File: src/rtl/uart_rx_fifo_read_ctrl_if.sv
// Bundle of the FIFO read-port, empty-flag and processor byte handshake signals
// between the UART RX FIFO read controller (master) and its surroundings (slave).
interface uart_rx_fifo_read_ctrl_if #(
    parameter int ADDR_WIDTH = 4,
    parameter int DATA_WIDTH = 8,
    parameter int CNT_WIDTH  = 16
);
    logic                  comp_empty;
    logic [DATA_WIDTH-1:0] rd_data;
    logic [ADDR_WIDTH-1:0] r_add;
    logic                  rd_en;
    logic [ADDR_WIDTH-1:0] r_add_gray;
    logic [DATA_WIDTH-1:0] proc_data;
    logic                  proc_valid;
    logic                  proc_ready;
    logic [CNT_WIDTH-1:0]  rx_count;
    logic [1:0]            dbg_state;

    // proc_valid/proc_ready: a byte transfers on an edge where both are high;
    // once proc_valid rises, it and proc_data hold until that edge.
    modport master (
        input  comp_empty, rd_data, proc_ready,
        output r_add, rd_en, r_add_gray, proc_data, proc_valid, rx_count, dbg_state
    );

    modport slave (
        output comp_empty, rd_data, proc_ready,
        input  r_add, rd_en, r_add_gray, proc_data, proc_valid, rx_count, dbg_state
    );
endinterface

File: src/rtl/uart_rx_fifo_read_ctrl.sv
// Processor-domain read controller of the UART RX async FIFO: reads one byte at
// a time from the RAM, hands it to the processor and exports a Gray read pointer.
module uart_rx_fifo_read_ctrl #(
    parameter int ADDR_WIDTH = 4,
    parameter int DATA_WIDTH = 8,
    parameter int CNT_WIDTH  = 16
) (
    input  logic                        processor_clk,
    input  logic                        reset,
    uart_rx_fifo_read_ctrl_if.master    bus
);
    typedef enum logic [1:0] {
        IDLE    = 2'd0,
        READ    = 2'd1,
        CAPTURE = 2'd2,
        PRESENT = 2'd3
    } state_t;

    state_t                state_q;
    logic [ADDR_WIDTH-1:0] r_add_q;
    logic [ADDR_WIDTH-1:0] r_add_gray_q;
    logic                  rd_en_q;
    logic [DATA_WIDTH-1:0] proc_data_q;
    logic                  proc_valid_q;
    logic [CNT_WIDTH-1:0]  rx_count_q;

    always_ff @(posedge processor_clk or negedge reset) begin
        if (!reset) begin
            state_q      <= IDLE;
            r_add_q      <= '0;
            r_add_gray_q <= '0;
            rd_en_q      <= 1'b0;
            proc_data_q  <= '0;
            proc_valid_q <= 1'b0;
            rx_count_q   <= '0;
        end else begin
            // Gray pointer follows the binary address one cycle behind.
            r_add_gray_q <= r_add_q ^ (r_add_q >> 1);
            case (state_q)
                IDLE: begin
                    rd_en_q      <= 1'b0;
                    proc_valid_q <= 1'b0;
                    if (!bus.comp_empty) begin
                        state_q <= READ;
                        rd_en_q <= 1'b1;
                    end
                end
                READ: begin
                    rd_en_q <= 1'b0;
                    state_q <= CAPTURE;
                end
                CAPTURE: begin
                    proc_data_q  <= bus.rd_data;
                    proc_valid_q <= 1'b1;
                    r_add_q      <= r_add_q + 1'b1;
                    state_q      <= PRESENT;
                end
                PRESENT: begin
                    if (bus.proc_ready) begin
                        proc_valid_q <= 1'b0;
                        rx_count_q   <= rx_count_q + 1'b1;
                        state_q      <= IDLE;
                    end
                end
                default: begin
                    state_q <= IDLE;
                end
            endcase
        end
    end

    assign bus.r_add      = r_add_q;
    assign bus.r_add_gray = r_add_gray_q;
    assign bus.rd_en      = rd_en_q;
    assign bus.proc_data  = proc_data_q;
    assign bus.proc_valid = proc_valid_q;
    assign bus.rx_count   = rx_count_q;
    assign bus.dbg_state  = state_q;
endmodule
File: src/flat_wrapper.sv
// flat-port wrapper written by rule: the top's interface ports become plain ports
module uart_rx_fifo_read_ctrl_flat 
#(
    parameter int ADDR_WIDTH = 4,
    parameter int DATA_WIDTH = 8,
    parameter int CNT_WIDTH  = 16
)
  (processor_clk, reset, bus_comp_empty, bus_rd_data, bus_proc_ready, bus_r_add, bus_rd_en, bus_r_add_gray, bus_proc_data, bus_proc_valid, bus_rx_count, bus_dbg_state);
  uart_rx_fifo_read_ctrl_if #(.ADDR_WIDTH(ADDR_WIDTH), .DATA_WIDTH(DATA_WIDTH), .CNT_WIDTH(CNT_WIDTH)) bus_i ();
  input  logic processor_clk;
  input  logic reset;
  input wire logic [$bits(bus_i.comp_empty)-1:0] bus_comp_empty;
  input wire logic [$bits(bus_i.rd_data)-1:0] bus_rd_data;
  input wire logic [$bits(bus_i.proc_ready)-1:0] bus_proc_ready;
  output wire logic [$bits(bus_i.r_add)-1:0] bus_r_add;
  output wire logic [$bits(bus_i.rd_en)-1:0] bus_rd_en;
  output wire logic [$bits(bus_i.r_add_gray)-1:0] bus_r_add_gray;
  output wire logic [$bits(bus_i.proc_data)-1:0] bus_proc_data;
  output wire logic [$bits(bus_i.proc_valid)-1:0] bus_proc_valid;
  output wire logic [$bits(bus_i.rx_count)-1:0] bus_rx_count;
  output wire logic [$bits(bus_i.dbg_state)-1:0] bus_dbg_state;
  assign bus_i.comp_empty = bus_comp_empty;
  assign bus_i.rd_data = bus_rd_data;
  assign bus_i.proc_ready = bus_proc_ready;
  assign bus_r_add = bus_i.r_add;
  assign bus_rd_en = bus_i.rd_en;
  assign bus_r_add_gray = bus_i.r_add_gray;
  assign bus_proc_data = bus_i.proc_data;
  assign bus_proc_valid = bus_i.proc_valid;
  assign bus_rx_count = bus_i.rx_count;
  assign bus_dbg_state = bus_i.dbg_state;
  uart_rx_fifo_read_ctrl #(.ADDR_WIDTH(ADDR_WIDTH), .DATA_WIDTH(DATA_WIDTH), .CNT_WIDTH(CNT_WIDTH)) u_core (.processor_clk(processor_clk), .reset(reset), .bus(bus_i));
endmodule
File: config.mk
export PLATFORM = sky130hd
export DESIGN_NAME = uart_rx_fifo_read_ctrl_flat
export DESIGN_NICKNAME = d
export VERILOG_FILES = /design/src/rtl/uart_rx_fifo_read_ctrl_if.sv /design/src/rtl/uart_rx_fifo_read_ctrl.sv /design/src/flat_wrapper.sv
export SDC_FILE = /design/constraint.sdc
export NUM_CORES = 1
export LEC_CHECK = 0
export BUFFER_PORTS_ARGS = -buffer_cell sky130_fd_sc_hd__buf_2
export CORE_ASPECT_RATIO = 0.5
export CORE_MARGIN = 5
export CORE_UTILIZATION = 53
export DETAILED_ROUTE_END_ITERATION = 7
export GPL_ROUTABILITY_DRIVEN = 0
export PLACE_DENSITY_LB_ADDON = 0.2
export SLEW_MARGIN = 40
export SYNTH_ARGS = -nofsm -noshare
export SYNTH_HDL_FRONTEND = slang
export SYNTH_SLANG_ARGS = --single-unit
File: constraint.sdc
create_clock -name processor_clk -period 2.44 [get_ports processor_clk]
set_input_delay 0.732 -clock processor_clk [delete_from_list [all_inputs] [get_ports processor_clk]]
set_output_delay 0.732 -clock processor_clk [all_outputs]
set_load 0.02 [all_outputs]
==> implementation parameters <==
Parameter                              Value

STA
  Worst Max-Slew Pin Slew ... 0.5629 ns
  Number of setup violations in the final report ... 0
  Final setup skew ... 0.006895 ns
  Worst-case setup margin in the final layout ... 0.7771 ns
  Highest clock frequency the design can meet ... 601.3 MHz
  Final-layout setup total negative slack ... 0 ns
  Final Max Slew Viols ... 0
  Hold violation total from the final report ... 0
  Time the worst path needs with I/O delays and setup ... 1.663 ns
  Max transition margin ... 0.6247
  Unrepaired setup endpoints after global routing ... false
  Tcrit/Tclk final ... 0.6815

Floorplanning
  Io pins ... 48
  Area of the core ... 0.002668 mm^2
  Effective utilization at floorplan ... 0.5708
  Standard-cell row count ... 13
  Die area ... 0.004110 mm^2
  Die span in x ... 85.80 um
  Height of the die ... 47.90 um

Layout
  Post-layout instance count excluding filler cells ... 206
  Multi-input logic area ... 601.8 um^2
  Util after Layout ... 0.7350
  Number of inserted diodes ... 0
  Commonest non-fill, non-tap cell in the layout ... sky130_fd_sc_hd__buf_2
  Share of cells above drive strength 1 ... 0.4142
  Relative area change from synthesis to final layout ... 28.76%
  Layout Nets ... 188
  Storage element area ... 900.9 um^2
  FILL cells ... 197
  Most frequent cells in the layout ... sky130_fd_sc_hd__buf_2 (46), sky130_fd_sc_hd__dfrtp_1 (36), sky130_fd_sc_hd__xnor2_1 (11)

Clock network
  Clock tree from TritonCTS ... done
  Clk_lat worst skew ... 0.29 ns
  Max Root-Sink Buffers ... 2
  Resized cells post-CTS ... 0
  Count of hold buffers inserted by post-cts repair ... 0
  Max H-tree Level ... 2
  Setup Fix Bufs, Post-CTS ... 0
  TritonCTS Buffers ... 5
  Register clock-pin slew on the reported worst setup and hold paths ... 0.07 ns
  Number of sinks handled by clock tree synthesis ... 36
  Buffer type at the clock tree root ... sky130_fd_sc_hd__clkbuf_8

Synth
  Mapped cell area ... 0.001523 mm^2
  Count of flip-flops with a built-in enable after synthesis ... 0
  Post-synthesis compound-gate area fraction ... 0.01315
  Area fraction in and, or, nand and nor cells after synthesis ... 0.1191
  Synth async-reset ratio ... 1.000
  Share of the yosys chip area belonging to registers ... 0.5916
  Mean post-synth cell area ... 13.24 um^2
  Largest cells by area after synthesis ... sky130_fd_sc_hd__dfrtp_1 (59%), sky130_fd_sc_hd__mux2_2 (7.4%), sky130_fd_sc_hd__ha_1 (6.6%)
  YS warnings ... 0
  Multiplexer share of the synthesized area ... 0.08792
  Main combinational cell family by area after synthesis ... simple AND/OR/NAND/NOR gates
  Post-synthesis share of cell area spent on xor and xnor gates ... 0.1093
  Mapped Nets ... 135
  Yosys top cell area share ... 0.5916
  Synth Area in Adders ... 0.06574
  Dominant cell type by area after synthesis ... sky130_fd_sc_hd__dfrtp_1
  Count of mapped cells out of synthesis ... 115
  Count of different cell masters after synthesis ... 26
  Post-synthesis sequential element count ... 36
  Most common flop cell mapped by yosys ... sky130_fd_sc_hd__dfrtp_1

Placement
  DP Wirelength ... 1947 um
  Dpl ws ... 0.7423 ns
  Count of input and output buffers ... 47
  DP Cell Count ... 198

Worst setup path
  Cell Chain, Critical Path ... buf_2
  Highest net fanout along the worst path ... 6
  Crit-path slowest cell ... sky130_fd_sc_hd__dfrtp_1
  Cell type group with the largest total delay on the critical path ... flip-flops
  Critical Path RT ... 1.71 ns
  Critical path buffer and inverter count ... 1
  Endpoint class of the critical path ... primary output
  Data arrival time of the critical path ... 0.93 ns
  Crit start category ... register
  WS Path Type ... register to primary output
  Highest cell delay on the worst timing path ... 0.44 ns

Detailed routing
  DR WL/cell ... 13.83 um
  WL final ... 2849 um
  DR iter-0 viols ... 37
  Drt first pass iters ... 4
  Vias per Instance ... 4.951
  Total number of vias ... 1020
  Antenna-violating nets left ... 0
  Number of DRC violations after detailed routing ... 0

GRT
  Largest net degree at the start of global routing ... 37
  Number of antenna violations at the first check in global routing ... 0
  Total routing usage reported by global routing ... 0.1595
  First-pass GRT wire length ... 4629 um
  Number of global-route vias before repair ... 989
  Total congestion overflow after global routing ... 0

Worst hold path
  Kind of path behind the tightest hold check ... input port to asynchronous set/reset pin

Power
  Pwr/cell area ... 1323 mW/mm^2
  Power after layout ... 2.594 mW
  Static leakage ... 1.018 nW
  Max IR drop VDD ... 770.1 uV

Outcome
  Outcome ... completed

Run
  Count of maximum capacitance violations ... 0
## area by class of cell
cell class                 count  share of cell area
sequential                    36              0.4595
clock inverter                 3             0.04595
tap                           37             0.02361
inverter                       4            0.007658
multi-input combinational     74              0.3070
timing repair buffer          47              0.1213
clock buffer                   5             0.03510
## report_power, final
group          internal (mW)  switching [mW]  total (mW)
Clock                  0.511           0.223       0.734
Sequential             0.803           0.150       0.953
Combinational          0.377           0.530       0.907
Total                   1.69           0.903        2.59
## Yosys cell counts (all sizes together) (2+ instances only)
cell,count
and4,3
dfrtp,36
ha,8
inv,4
mux2,11
nand2,9
nand3,5
nand4,2
nor2,6
nor3,2
o21ai,3
xnor2,11
xor2,8
## per-stage QoR
stage | instance area, um^2 | hold WS (ns)
floorplan | 1523 | 0.4364
global placement | 1799 | 0.4428
global route | 1961 | 0.4142
detailed placement | 1799 | 0.4435
CTS | 1958 | 0.4615
finish | 1961 | 0.3818
## cells by family (layout without fill, tap and decap cells)
| logic type | Yosys count | after routing |
|---|---|---|
| buffers and inverters | 5 | 59 |
| XOR/XNOR | 19 | 19 |
| multiplexers | 12 | 12 |
| AND/OR/NAND/NOR | 31 | 31 |
| flip-flops | 36 | 36 |
| adder cells (fa/ha/maj) | 8 | 8 |
| AO/OA/AOI/OAI | 4 | 4 |
## registers in the layout, summed over array words and instances, names as in the netlist
name and cells:
u_core.bus.dbg_state 2, u_core.bus.rd_en 1, u_core.bus.rx_count 16, u_core.bus.proc_data 8, u_core.bus.proc_valid 1, u_core.bus.r_add_gray 4, u_core.bus.r_add 4
## path summary, 6_finish.rpt
kind	startpoint	endpoint	slack (ns)	cells past startpoint
worst min-delay path	reset	u_core.bus.rx_count[11]	0.38	1
max in group asynchronous	reset	u_core.bus.r_add_gray[0]	1.75	1
min in group processor_clk	u_core.bus.r_add[3]	u_core.bus.r_add_gray[3]	0.46	0
worst min register to register	u_core.bus.r_add[3]	u_core.bus.r_add_gray[3]	0.46	0
worst max register to register	u_core.bus.dbg_state[0]	u_core.bus.proc_data[4]	0.85	3
worst max-delay path	u_core.bus.rx_count[6]	bus_rx_count[6]	0.78	1
## metal layers
layer | GRT usage | routed length (um) | vias to the layer above
met5 | 0 | 0 | -
met4 | 0.09464 | 59 | 0
met3 | 0.06357 | 208 | 7
met2 | 0.2762 | 1340 | 34
met1 | 0.1755 | 1240 | 488
li1 | - | - | 491
(Power assumes the default switching activity.)
